File: config.mk
export PLATFORM = sky130hd
export DESIGN_NAME = pc_nzp_unit_flat
export DESIGN_NICKNAME = d
export VERILOG_FILES = /design/src/rtl/pc_nzp_if.sv /design/src/rtl/pc_nzp_unit.sv /design/src/flat_wrapper.sv
export SDC_FILE = /design/constraint.sdc
export NUM_CORES = 1
export LEC_CHECK = 0
export CAP_MARGIN = 25
export CORE_MARGIN = 2
export CORE_UTILIZATION = 33
export DETAILED_ROUTE_END_ITERATION = 16
export PLACE_DENSITY = 0.72
export SLEW_MARGIN = 5
export SYNTH_ARGS = -nofsm -noshare
export SYNTH_HDL_FRONTEND = slang
export SYNTH_SLANG_ARGS = --single-unit
File: constraint.sdc
create_clock -name clk -period 1.5 [get_ports clk]
set_input_delay 0.375 -clock clk [delete_from_list [all_inputs] [get_ports clk]]
set_output_delay 0.375 -clock clk [all_outputs]
set_load 0.005 [all_outputs]
File: src/rtl/pc_nzp_if.sv
// pc_nzp_if: control and status bundle between execute/fetch and the PC/NZP stage
interface pc_nzp_if #(
  parameter int PC_WIDTH = 8
);
  logic                start;
  logic [PC_WIDTH-1:0] start_pc;
  logic                exec_valid;
  logic                cmp_wr_en;
  logic [2:0]          cmp_nzp;
  logic                br_en;
  logic [2:0]          br_mask;
  logic [PC_WIDTH-1:0] br_target;
  logic                halt;
  logic [PC_WIDTH-1:0] pc;
  logic [2:0]          nzp;
  logic                running;
  logic                done;
  logic                br_taken;
  modport master (
    output start, start_pc, exec_valid, cmp_wr_en, cmp_nzp, br_en, br_mask, br_target, halt,
    input  pc, nzp, running, done, br_taken
  );
  modport slave (
    input  start, start_pc, exec_valid, cmp_wr_en, cmp_nzp, br_en, br_mask, br_target, halt,
    output pc, nzp, running, done, br_taken
  );
endinterface

File: src/rtl/pc_nzp_unit.sv
// pc_nzp_unit: per-thread program counter, NZP flag register and run-control FSM
module pc_nzp_unit #(
  parameter int PC_WIDTH = 8
) (
  input logic      clk,
  input logic      rst_n,
  pc_nzp_if.slave  bus
);
  typedef enum logic [1:0] {IDLE, RUN, DONE} state_t;
  state_t              state_q, state_d;
  logic [PC_WIDTH-1:0] pc_q, pc_d;
  logic [2:0]          nzp_q, nzp_d;
  logic                br_taken_q, br_taken_d;
  logic                take;
  logic                retire;
  // branch condition uses the flags registered before this edge
  assign take   = bus.br_en && ((bus.br_mask & nzp_q) != 3'b000);
  assign retire = (state_q == RUN) && bus.exec_valid;
  // next-state: launch from IDLE/DONE, retire instructions in RUN
  always_comb begin
    state_d    = state_q;
    pc_d       = pc_q;
    nzp_d      = nzp_q;
    br_taken_d = 1'b0;
    if (state_q != RUN && bus.start) begin
      state_d = RUN;
      pc_d    = bus.start_pc;
      nzp_d   = 3'b000;
    end else if (retire) begin
      nzp_d = bus.cmp_wr_en ? bus.cmp_nzp : nzp_q;
      if (bus.halt) begin
        state_d = DONE;
      end else if (take) begin
        pc_d       = bus.br_target;
        br_taken_d = 1'b1;
      end else begin
        pc_d = pc_q + 1'b1;
      end
    end
  end
  // state registers with synchronous active-low reset
  always_ff @(posedge clk) begin
    if (!rst_n) begin
      state_q    <= IDLE;
      pc_q       <= '0;
      nzp_q      <= 3'b000;
      br_taken_q <= 1'b0;
    end else begin
      state_q    <= state_d;
      pc_q       <= pc_d;
      nzp_q      <= nzp_d;
      br_taken_q <= br_taken_d;
    end
  end
  assign bus.pc       = pc_q;
  assign bus.nzp      = nzp_q;
  assign bus.running  = (state_q == RUN);
  assign bus.done     = (state_q == DONE);
  assign bus.br_taken = br_taken_q;
endmodule

File: src/flat_wrapper.sv
// flat-port wrapper written by rule: the top's interface ports become plain ports
module pc_nzp_unit_flat 
#(
  parameter int PC_WIDTH = 8
)
  (clk, rst_n, bus_start, bus_start_pc, bus_exec_valid, bus_cmp_wr_en, bus_cmp_nzp, bus_br_en, bus_br_mask, bus_br_target, bus_halt, bus_pc, bus_nzp, bus_running, bus_done, bus_br_taken);
  pc_nzp_if #(.PC_WIDTH(PC_WIDTH)) bus_i ();
  input logic clk;
  input logic rst_n;
  input wire logic [$bits(bus_i.start)-1:0] bus_start;
  input wire logic [$bits(bus_i.start_pc)-1:0] bus_start_pc;
  input wire logic [$bits(bus_i.exec_valid)-1:0] bus_exec_valid;
  input wire logic [$bits(bus_i.cmp_wr_en)-1:0] bus_cmp_wr_en;
  input wire logic [$bits(bus_i.cmp_nzp)-1:0] bus_cmp_nzp;
  input wire logic [$bits(bus_i.br_en)-1:0] bus_br_en;
  input wire logic [$bits(bus_i.br_mask)-1:0] bus_br_mask;
  input wire logic [$bits(bus_i.br_target)-1:0] bus_br_target;
  input wire logic [$bits(bus_i.halt)-1:0] bus_halt;
  output wire logic [$bits(bus_i.pc)-1:0] bus_pc;
  output wire logic [$bits(bus_i.nzp)-1:0] bus_nzp;
  output wire logic [$bits(bus_i.running)-1:0] bus_running;
  output wire logic [$bits(bus_i.done)-1:0] bus_done;
  output wire logic [$bits(bus_i.br_taken)-1:0] bus_br_taken;
  assign bus_i.start = bus_start;
  assign bus_i.start_pc = bus_start_pc;
  assign bus_i.exec_valid = bus_exec_valid;
  assign bus_i.cmp_wr_en = bus_cmp_wr_en;
  assign bus_i.cmp_nzp = bus_cmp_nzp;
  assign bus_i.br_en = bus_br_en;
  assign bus_i.br_mask = bus_br_mask;
  assign bus_i.br_target = bus_br_target;
  assign bus_i.halt = bus_halt;
  assign bus_pc = bus_i.pc;
  assign bus_nzp = bus_i.nzp;
  assign bus_running = bus_i.running;
  assign bus_done = bus_i.done;
  assign bus_br_taken = bus_i.br_taken;
  pc_nzp_unit #(.PC_WIDTH(PC_WIDTH)) u_core (.clk(clk), .rst_n(rst_n), .bus(bus_i));
endmodule
* Word-level counts from Yosys, hierarchy flattened *
Cells that the tools add are included.

storage, ports and cells
  flip-flop bits (word level) = 14
  input bits = 29
  output and inout port bits = 14

cells by class
  equal/unequal tests = 4
  add/subtract/negate cells = 1
  mux-type cells = 8
  reductions and logical operators = 12
  bitwise operators = 3

operators with widths
  kind                   number
  $mux W8                4
  $add A8 B1 Y8 const B  1
  $reduce_and A2 Y1      4
  $mux W1                4
  $ne A2 B1 Y1 const B   2
  $reduce_bool A2 Y1     2
  $reduce_or A4 Y1       1
  $and A3 B3 Y3          1
  $logic_and A1 B1 Y1    3
  $reduce_bool A3 Y1     1
  $eq A2 B1 Y1 const B   1
  $eq A2 B2 Y1 const B   1
  $not A1 Y1             2
  $reduce_or A2 Y1       1

* Longest topological paths before layout *
  depth after elaboration = 7
  gate-level depth with buffers = 5
  mapped depth without buffers = 5

* Worst setup path after synthesis *
Ideal clock, no wire load.

  kind = in2reg
  start point = input bus_br_mask[2]
  end point = register u_core.pc_q[7] (netlist: u_core.bus.pc[7])
  cell stages on the path = 4
  library setup time = 129 ps
  arrival = 1366 ps
  slack = 5 ps
  cells stage by stage = a222oi_1 > nor2_2 > a311oi_1 > o32ai_1

between the ends
  cells in the longest elaborated chain, start to end = 7

RTL lines
  what                  line                text
  start, declared       flat_wrapper.sv:16  input wire logic [$bits(bus_i.br_mask)-1:0] bus_br_mask;
  $and A3 B3 Y3         pc_nzp_unit.sv:17   assign take = bus.br_en && ((bus.br_mask & nzp_q) != 3'b000);
  $reduce_bool A3 Y1    pc_nzp_unit.sv:17
  $logic_and A1 B1 Y1   pc_nzp_unit.sv:17
  $mux W8               pc_nzp_unit.sv:33   end else if (take) begin
  $mux W8               pc_nzp_unit.sv:31   if (bus.halt) begin
  $mux W8               pc_nzp_unit.sv:29   end else if (retire) begin
  $mux W8               pc_nzp_unit.sv:25   if (state_q != RUN && bus.start) begin
  end signal, assigned  pc_nzp_unit.sv:50   pc_q <= pc_d;
  end, declared         pc_nzp_unit.sv:11   logic [PC_WIDTH-1:0] pc_q, pc_d;

No other way between the ends. The select of a mux whose other input is x is not followed.
A chain may end at the register's enable or synchronous reset.

* Worst setup path in the final report *
  start point = input bus_br_mask[0]
  end point = register u_core.pc_q[6] (netlist: u_core.bus.pc[6])

The elaborated chain is that of the path after synthesis.

==> results_dict.tcl <==
set metrics [dict create \
    hold_depth 2 \
    maxSlewHeadroom_pct 81.7 \
    grt_pass1_wl_um 3840 \
    power_frac_clock_pct 23.7 \
    antenna_found_initial 0 \
    die_x_um 52.2 \
    crit_type "input port to flop" \
    clkSinkCount 14 \
    period_needed_ns 1.48 \
    cts_buffers 3 \
    required_ns 1.67 \
    grt_max_degree 8 \
    clk_pin_slew_ns 0.09 \
    dp_slack_ns -0.355 \
    ant_nets 0 \
    power_density_nw_per_um2 635 \
    cts-hold-fix-buffers 0 \
    grt_overflow 0 \
    synth_seq_area_share_pct 36.6 \
    multiInputGateArea_um2 497 \
    ys.flop_type "dfxtp_1" \
    p_leak_nw 0.705 \
    hold_viol_final 0 \
    cts_tree "done" \
    clockRootBuffer "clkbuf_4" \
    p_comb_share_pct 32.1 \
    reg2reg_to "u_core.bus.pc[6]" \
    fmax_ghz 0.674 \
    reg2reg_depth 6 \
    io_pins 43 \
    die_h_um 52.2 \
    crit_path_end_kind "flop" \
    slew_violations 0 \
    async_reset_ff_share_pct 0 \
    regArea_um2 303 \
    setup_viol 0 \
    hpwl_um 1860 \
    start_util_pct 34.6 \
    hold_slack_ns 0.496 \
    h-tree-depth 1 \
    cp_max_fo 5 \
    whs_endpoint "u_core.state_q[1]" \
    gp_congestion 0.787 \
    synth_edf_count 0 \
    outcome "complete, no violations" \
    hp-class "flop to flop" \
    dr.first_iter.drc_count 26 \
    num_rows 17 \
    clk_latency_ns 0.28 \
    critPathLaunchType "input port" \
    core_um2 2210 \
    num-nets-final 185 \
    port_buffers 42 \
    via_per_inst 5.13 \
    yosys_warnings 0 \
    finalWirelength_um 2480 \
    synth_fp_nets 119 \
    ys_types 29 \
    firstDrtPassIters 4 \
    drc 0 \
    maxCapViolCount 0 \
    vias 928 \
    grt_pass1_vias 953 \
    placed_cells 170 \
    syn_avg_cell_area_um2 8.60 \
    crit_arrival_ns 1.65 \
    antenna_cells 0 \
    dieArea_um2 2720 \
    drive_gt1_share_pct 32.0 \
    worst_pin_slew_ns 0.274 \
    final.fill_count 201 \
    cellInternalPower_uw 674 \
    ir_drop_mv 0.403 \
    netlist_instances 89 \
    setup_ws_ns 0.0169 \
    wl_per_cell_um 13.7 \
    swShare_pct 27.5 \
    rr_startpoint "u_core.bus.pc[0]" \
    fin_crit_sh_pct 98.9 \
    syn-cell-area_um2 766 \
    layout-area-overhead-vs-synth_pct 91.2 \
    seqPwrFrac_pct 44.2 \
    clk_path_buf_depth 2 \
    stdcell_count 181 \
    ys_seq_elements 14 \
    min_from "u_core.state_q[1]" \
    grt_usage_pct 19.0 \
    ff2ff_setup_slack_ns 0.07 \
    rsz0062_at_grt "yes" \
    fin_skew_ns 0.00383 \
    switchingPower_uw 256 \
]
==> how the worst max path moves through the flow <==
stage	from	depth (start not counted)	to
floorplan	bus_br_mask[2]	4	u_core.bus.pc[7]
global placement	bus_br_mask[2]	6	u_core.bus.pc[5]
detailed placement	bus_br_mask[2]	6	u_core.bus.pc[7]
global route	bus_exec_valid	6	u_core.bus.pc[7]
finish	bus_br_mask[0]	6	u_core.bus.pc[6]
CTS	u_core.bus.pc[2]	1	bus_pc[2]
==> layer usage <==
layer	global-route usage, %	up-vias	routed length [µm]	part of all wire (%)
li1	-	462	-	-
met2	36.5	38	1270	51
met3	3.14	2	154	6.2
met5	0	-	0	0
met1	21.1	426	1040	42
met4	5.56	0	14	0.57
==> synthesized netlist by cell type, types with 2 or more instances <==
library cell  number  area share [%]
dfxtp_1           14              37
mux2i_1            7             9.2
a21oi_1            6             3.9
inv_1              5             2.5
nand2_1            5             2.5
nand3_1            5             3.3
nor2_1             5             2.5
o21ai_0            4             2.6
o221ai_1           4             4.6
xnor2_1            4             4.6
a22oi_1            3             2.9
nor3_1             3             2.0
o22ai_1            3             2.5
nand2b_1           2             1.6
nor2b_1            2             1.6
o21a_1             2             2.0
o31ai_1            2             2.0
or3_2              2             2.0
==> power by group through the flow <==
stage	clock network, mW	logic, mW	registers (mW)
2_1_floorplan	0	0.0923	0.428
3_3_place_gp	0	0.255	0.426
3_5_place_dp	0	0.260	0.428
4_1_cts	0.223	0.287	0.411
5_1_grt	0.236	0.322	0.415
6_report	0.221	0.298	0.411
==> worst max-delay path, cell delays in order <==
cell	delay [ns]
clkdlybuf4s50_1	0.45
a222oi_1	0.06
buf_4	0.17
or3_2	0.42
o31ai_2	0.08
a21oi_1	0.10
==> sequential cells by signal (all words and copies together) (netlist names) <==
name / count
u_core.bus.pc: 8
u_core.bus.nzp: 3
u_core.state_q: 2
u_core.bus.br_taken: 1
==> timing repair <==
item	CTS	global route
pin swaps	8	3
endpoints found under the hold margin	0	0
endpoints found under the setup margin	21	13
setup buffers	7	1
gates resized for setup	31	14
==> stage by stage <==
stage | utilization [%] | area (µm²) | power, mW | setup TNS, ns
CTS | 64.3 | 1420 | 0.921 | 0
detailed placement | 59.2 | 1310 | 0.687 | -2.85
global route | 66.2 | 1460 | 0.973 | -0.0224
global placement | 59.2 | 1310 | 0.681 | -2.82
floorplan | - | 766 | 0.521 | 0
finish | 66.2 | 1460 | 0.930 | 0
==> area by class of cell <==
cell class | instances | area share, %
inverter | 5 | 1.28
sequential | 14 | 20.7
multi-input combinational | 68 | 33.9
tap | 28 | 2.39
timing repair buffer | 63 | 40.2
clock buffer | 3 | 1.54
==> kinds of logic after synthesis <==
| logic type | Yosys count | synth area share, % |
|---|---|---|
| and+or+nand+nor | 28 | 19.4 |
| muxes | 7 | 9.15 |
| xor gates and xnor gates | 4 | 4.57 |
| AOI/OAI and AO/OA | 28 | 25.0 |
| buffers and inverters | 7 | 3.59 |
| DFF | 14 | 36.6 |
| adders and majority gates | 1 | 1.63 |
==> cell usage in the layout, fill, tap and decap left out <==
cell type	instances
nand3_1	5
nand2b_1	2
o21ai_0	4
clkdlybuf4s50_1	26
clkbuf_4	3
a21o_4	1
dlymetal6s2s_1	7
and2_1	1
clkbuf_2	1
ha_2	1
a311oi_1	1
a21oi_1	6
a22oi_1	3
dfxtp_1	2
o31ai_2	1
nor2b_1	2
dfxtp_4	3
buf_4	19
o221ai_1	3
o32ai_1	1
inv_2	2
nor4bb_2	1
or3_2	2
nor3_1	3
nand2_1	5
nor2_1	5
inv_1	3
a222oi_1	1
o22ai_1	3
xnor2_1	4
mux2i_1	6
o31ai_1	1
or2b_4	1
dfxtp_2	9
mux2i_2	1
o221ai_2	1
nor2_4	1
o21a_1	2
dlygate4sd2_1	8
buf_6	2
Power figures use the tool's default switching activity.
